File: src/rtl/if_pc_fetch.sv
`default_nettype none
// ============================================================================
// Module      : if_pc_fetch
// Description : Instruction-fetch stage at the consumer end of the next-PC
//               interface. Owns the architectural PC, fetches the word at PC
//               from the instruction ROM over a req/ack handshake, holds it
//               for decode, and loads PC from npc once decode accepts.
//
// Ports       : cpu_clk     - system clock, rising edge
//               cpu_rst_n   - synchronous active-low reset
//               npc         - next PC from the next-PC calculator
//               npc_valid   - npc is valid this cycle
//               stall       - blocks acceptance of the held instruction
//               irom_req    - ROM fetch request (decoded from state)
//               irom_addr   - ROM fetch address (always equals pc)
//               irom_ack    - ROM read data valid this cycle
//               irom_rdata  - ROM read data
//               pc          - current PC
//               inst        - fetched instruction (registered)
//               inst_valid  - inst holds the instruction at pc (from state)
//               inst_ready  - decode accepts inst
//               misalign    - sticky: a misaligned npc was accepted
//               retired_cnt - count of accepted instructions (wraps)
//
// Revision    : 1.0 - initial release
// ============================================================================
module if_pc_fetch #(
    parameter logic [31:0] RESET_PC = 32'h0000_0000,
    parameter int          CNT_W    = 32
) (
    input  logic             cpu_clk,
    input  logic             cpu_rst_n,
    input  logic [31:0]      npc,
    input  logic             npc_valid,
    input  logic             stall,
    output logic             irom_req,
    output logic [31:0]      irom_addr,
    input  logic             irom_ack,
    input  logic [31:0]      irom_rdata,
    output logic [31:0]      pc,
    output logic [31:0]      inst,
    output logic             inst_valid,
    input  logic             inst_ready,
    output logic             misalign,
    output logic [CNT_W-1:0] retired_cnt
);

    localparam logic [1:0] c_st_idle  = 2'd0;
    localparam logic [1:0] c_st_fetch = 2'd1;
    localparam logic [1:0] c_st_valid = 2'd2;
    localparam logic [1:0] c_st_err   = 2'd3;

    logic [1:0]       r_state;
    logic [1:0]       w_state_nxt;
    logic [31:0]      r_pc;
    logic [31:0]      r_inst;
    logic             r_misalign;
    logic [CNT_W-1:0] r_retired_cnt;

    // Acceptance of the held instruction; stall wins over ready/valid.
    logic w_accept;
    logic w_npc_aligned;
    logic w_ack_in_fetch;

    assign w_accept       = (r_state == c_st_valid) && inst_ready && npc_valid && !stall;
    assign w_npc_aligned  = (npc[1:0] == 2'b00);
    assign w_ack_in_fetch = (r_state == c_st_fetch) && irom_ack;

    // ------------------------------------------------------------------
    // State register
    // ------------------------------------------------------------------
    always_ff @(posedge cpu_clk) begin
        if (!cpu_rst_n) begin
            r_state <= c_st_idle;
        end else begin
            r_state <= w_state_nxt;
        end
    end

    // ------------------------------------------------------------------
    // Next-state logic
    // ------------------------------------------------------------------
    always_comb begin
        w_state_nxt = r_state;
        case (r_state)
            c_st_idle:  w_state_nxt = c_st_fetch;
            c_st_fetch: if (irom_ack) w_state_nxt = c_st_valid;
            c_st_valid: if (w_accept) w_state_nxt = w_npc_aligned ? c_st_fetch : c_st_err;
            c_st_err:   w_state_nxt = c_st_err;   // left only through reset
            default:    w_state_nxt = c_st_idle;
        endcase
    end

    // ------------------------------------------------------------------
    // State-decoded outputs: no input reaches these combinationally.
    // ------------------------------------------------------------------
    always_comb begin
        irom_req   = 1'b0;
        inst_valid = 1'b0;
        case (r_state)
            c_st_fetch: irom_req   = 1'b1;
            c_st_valid: inst_valid = 1'b1;
            default: begin
                irom_req   = 1'b0;
                inst_valid = 1'b0;
            end
        endcase
    end

    // ------------------------------------------------------------------
    // Datapath registers
    // ------------------------------------------------------------------
    always_ff @(posedge cpu_clk) begin
        if (!cpu_rst_n) begin
            r_pc          <= RESET_PC;
            r_inst        <= 32'h0000_0000;
            r_misalign    <= 1'b0;
            r_retired_cnt <= '0;
        end else begin
            if (w_ack_in_fetch) begin
                r_inst <= irom_rdata;
            end
            if (w_accept) begin
                if (w_npc_aligned) begin
                    r_pc          <= npc;
                    r_retired_cnt <= r_retired_cnt + 1'b1;
                end else begin
                    // pc and count stay put so the faulting context is visible.
                    r_misalign    <= 1'b1;
                end
            end
        end
    end

    assign irom_addr   = r_pc;
    assign pc          = r_pc;
    assign inst        = r_inst;
    assign misalign    = r_misalign;
    assign retired_cnt = r_retired_cnt;

endmodule
`default_nettype wire
File: config.mk
export PLATFORM = sky130hd
export DESIGN_NAME = if_pc_fetch
export DESIGN_NICKNAME = d
export VERILOG_FILES = /design/src/rtl/if_pc_fetch.sv
export SDC_FILE = /design/constraint.sdc
export NUM_CORES = 1
export LEC_CHECK = 0
export ABC_AREA = 1
export CORE_MARGIN = 4
export CORE_UTILIZATION = 42
export CTS_CLUSTER_DIAMETER = 40
export DETAILED_ROUTE_END_ITERATION = 16
export PLACE_DENSITY_LB_ADDON = 0.1
export SLEW_MARGIN = 40
export SYNTH_ARGS = -nofsm -noshare
export SYNTH_HDL_FRONTEND = slang
export SYNTH_SLANG_ARGS = --single-unit
File: constraint.sdc
create_clock -name cpu_clk -period 1.8 [get_ports cpu_clk]
set_input_delay 0.27 -clock cpu_clk [delete_from_list [all_inputs] [get_ports cpu_clk]]
set_output_delay 0.27 -clock cpu_clk [all_outputs]
set_load 0.01 [all_outputs]
Yosys cells after proc, flatten, opt, wreduce, memory -nomap -nowiden

Index checks and enable logic that the tools add are counted.

Bitwise gates (word level): 1
$add $sub $neg: 1
Reductions and logical operators: 10
Multiplexer cells: 6
Equal/unequal tests: 5

Operators with widths:

| kind                                                             | number |
|---|---|
| 32-bit by 1-bit adder with 32-bit output (second input constant) | 1 |
| 2-bit case mux with 4 select lines                               | 1 |
| 2-bit two-way mux                                                | 3 |
| 2-bit AND reduction                                              | 3 |
| 2-bit == test (second input constant)                            | 2 |
| 1-bit logical AND                                                | 4 |
| 2-bit logical NOT                                                | 2 |
| 2-bit != test (second input constant)                            | 2 |
| 2-bit by 1-bit == test with 1-bit output (second input constant) | 1 |
| 1-bit two-way mux                                                | 2 |
| 1-bit logical NOT                                                | 1 |
| 1-bit NOT                                                        | 1 |

Bits in registers: 99
Input port bits: 70
Output and inout bits: 131
Word-level logic and storage cells: 28

Depth between registers and ports, before layout

Gate-level depths: netlist (run 1).

Word-level depth: 6
Gate-level depth with buffers: 9
Depth with buffers taken out: 9

Worst setup path after synthesis (run 1)

Ideal clock, no wire load.

Path type: reg2reg
From: register r_retired_cnt[0] (netlist: retired_cnt[0])
To: register r_retired_cnt[22] (netlist: retired_cnt[22])
Library setup time: 115 ps
Cell stages (with the launch flop): 10
Path buffers: 1
Period minus slack after synthesis: 1,544 ps
Data required time: 1,685 ps
Arrival: 1,429 ps
Setup slack: 256 ps
Cell sequence: dfxtp_1 -> ha_1 -> nand3_1 -> nor2_1 -> nand2_1 -> nor2_4 -> buf_6 -> nand3_1 -> nand2_1 -> nor2_1

Word-level cells in the longest chain between the ends: 1

Ends and longest elaborated chain:

| what                                     | RTL line | RTL |
|---|---|---|
| start, declared                          | 58       | `logic [CNT_W-1:0] r_retired_cnt;` |
| start signal, assigned                   | 126      | `r_retired_cnt <= r_retired_cnt + 1'b1;` |
| 32-bit by 1-bit adder with 32-bit output | 126      |  |

Every way passes these cells.
A chain may end at the register's enable or synchronous reset.

Worst setup path in the final report (run 1)

From: register r_retired_cnt[25] (netlist: retired_cnt[25])
To: output port retired_cnt[25]

RTL lines:

| what          | RTL line | RTL |
|---|---|---|
| end, declared | 45       | `output logic [CNT_W-1:0] retired_cnt` |

No word-level cell between the ends.

==> flow_summary.toml, run 1 <==
[die]
start_util_pct = 42.9
fp.dieArea_um2 = 12100
die-width_um = 110
io_pins = 201
core.rowCount = 37
core-area_um2 = 10200
fp.dieH_um = 110

[yosys]
yosysSeqAreaShare_pct = 45.2
synth_warnings = 0
synth_seq_cells = 99
syn_area_per_cell_um2 = 7.03
syn_nets = 695
syn_area_um2 = 4390
ys_types = 25
netlist_instances = 624

[power]
power_frac_comb_pct = 12.1
power_mw = 4.01
switching_power_uw = 992
powerDensity_nw_per_um2 = 613
clockPowerShare_pct = 31.3
p_seq_share_pct = 56.6
switching_share_pct = 24.8
peakVddDrop_v = 0.000459
internal-power_mw = 3.01
p_leak_nw = 2.33

[layout]
area_growth_pct = 48.9
diodes = 0
final_cell_mix = "nand2_1, clkdlybuf4s50_1, dfxtp_1, a21oi_1, nor2_1"
fin_cells = 934
nNetsFinal = 865
fillCellCount = 956
final_util_pct = 63.8
final_common_cell = "nand2_1"
drive_gt1_share_pct = 5.26

[route]
drtIter0Drc = 258
vias_per_cell = 4.69
num_vias = 4377
wl_per_cell_um = 13.4
antenna_left = 0
wirelength_mm = 12.5
dr.pass1.iters = 4
drcViolationCount = 0

[clock_network]
cts_max_level = 3
clock-sinks = 99
numCtsBuffers = 9
path_clk_slew_ns = 0.10
cts-root-buf = "clkbuf_8"
cts_hold_buf = 0
cts_max_path_buffers = 2
cts_setup_buffers = 0
cts_tree = "done"
clock_latency_ns = 0.35

[critical_path]
cp-start-kind = "register"
path_cells = "clkdlybuf4s50_1"
crit_type = "register to primary output"
slowest_delay_ns = 0.59
cp_max_fo = 6
end_kind = "primary output"
crit_buf_inv = 1
arrival_ns = 1.40
critPathTopFamily = "buffers and inverters"
required_ns = 1.53
cpMaxStageDelayCell = "clkdlybuf4s50_1"

[sta]
setup_ws_ns = 0.132
finalSetupViolations = 0
max-slew-margin-rel_pct = 78.4
rsz0062_at_grt = "no"
clock_skew_ns = 0.0147
setup_tns_ns = 0
max_freq_mhz = 600
slew_viol_final = 0
worst_pin_slew_ns = 0.324
hold_violations = 0
min_period_ns = 1.67
fin_crit_sh_pct = 92.7

[global_routing]
grt_pass1_vias = 4065
track_usage_pct = 19.6
grt_pass1_wl_mm = 19.0
grt_max_degree = 49
overflow = 0
antenna_found_initial = 0

[placement]
gp_congestion = 0.875
place_ws_ns = -0.0610
dp.cells = 919
port_buffers = 200
hpwlAfterDp_mm = 9.46

[job]
maxCapViolations = 0

[hold_path]
holdCritPathClass = "input port to register"

[outcome]
status = "finished clean"
what timing repair did:
item | in CTS | in global routing
gates cloned | 0 | 0
setup endpoints to repair | 1 | 1
resized for setup | 1 | 1
worst min-delay path: stages:
cell	delay, ns
clkdlybuf4s50_1	0.39
nand2_1	0.06
a21oi_1	0.05
worst paths after layout:
| kind | from | to | slack, ns | cells past startpoint |
|---|---|---|---|---|
| setup / recovery | retired_cnt[25] | retired_cnt[25] | 0.13 | 1 |
| hold / removal | irom_rdata[20] | inst[20] | 0.45 | 3 |
| setup reg to reg | retired_cnt[0] | retired_cnt[24] | 0.25 | 9 |
| hold reg to reg | inst[27] | inst[27] | 0.47 | 2 |
per-layer routing:
metal / vias up / part of all wire [%] / global-route usage [%]
met2: 156 / 47 / 31.0
met3: 15 / 8.8 / 5.82
met4: 0 / 1.6 / 6.42
li1: 2279 / - / -
met1: 1927 / 43 / 25.7
met5: - / 0 / 0
synth_stat cells:
| master | instances | area share [%] |
|---|---|---|
| nand2_1 | 211 | 18 |
| dfxtp_1 | 99 | 45 |
| a21oi_1 | 81 | 9.2 |
| nor2_1 | 70 | 6.0 |
| inv_1 | 40 | 3.4 |
| buf_4 | 35 | 6.0 |
| nand3_1 | 26 | 3.0 |
| clkbuf_1 | 15 | 1.3 |
| nand4_1 | 9 | 1.3 |
| o21ai_0 | 6 | 0.68 |
| buf_2 | 4 | 0.46 |
| buf_6 | 4 | 1.0 |
| nor2_4 | 4 | 1.0 |
| nor3_1 | 4 | 0.46 |
| a31oi_1 | 2 | 0.29 |
| inv_2 | 2 | 0.17 |
| nand3b_1 | 2 | 0.34 |
| nor2_2 | 2 | 0.29 |
| xnor2_1 | 2 | 0.40 |
| ha_1 | 1 | 0.29 |
| nand3_4 | 1 | 0.40 |
| nor3_2 | 1 | 0.23 |
| nor3b_1 | 1 | 0.17 |
| o21a_1 | 1 | 0.17 |
| xor2_1 | 1 | 0.20 |
layout make-up:
class	count	area [um2]	share of cell area (%)
Clock buffer	9	124	1.90
Clock inverter	6	42.5	0.651
Inverter	42	158	2.41
Multi-Input combinational cell	425	1860	28.5
Sequential cell	99	1980	30.3
Tap cell	136	170	2.60
Timing Repair Buffer	217	2190	33.6
cells by family after synthesis:
group,after synthesis,synth area share [%]
XOR/XNOR,3,0.599
adder cells (fa/ha/maj),1,0.285
buffers and inverters,100,12.4
flip-flops,99,45.2
AND/OR/NAND/NOR,331,31.2
AO/OA/AOI/OAI,90,10.4
metrics by stage:
step           cell area [um2]  hold slack [ns]
2_1_floorplan             4390            0.413
3_3_place_gp              6360            0.452
3_5_place_dp              6360            0.456
4_1_cts                   6530            0.433
5_1_grt                   6530            0.442
6_report                  6530            0.452
state kept, by name, summed over array words and instances (netlist names):
register and count:
inst 32, irom_addr 32, retired_cnt 32, r_state 2, misalign 1
power by group through the flow:
stage	clock, mW	sequential (mW)	combinational (mW)
2_1_floorplan	0	2.34	0.159
3_3_place_gp	0	2.32	0.488
3_5_place_dp	0	2.32	0.492
4_1_cts	1.31	2.27	0.493
5_1_grt	1.40	2.27	0.528
6_report	1.25	2.27	0.486
Note: power is estimated with default switching activity, not from simulation.
==> run 2, diff against run 1 <==
- CAP_MARGIN: unset -> 20
- SLEW_MARGIN: 40 -> 20
==> results of run 2 <==
The final DEF is identical to that of run 1; final timing and power are the same.
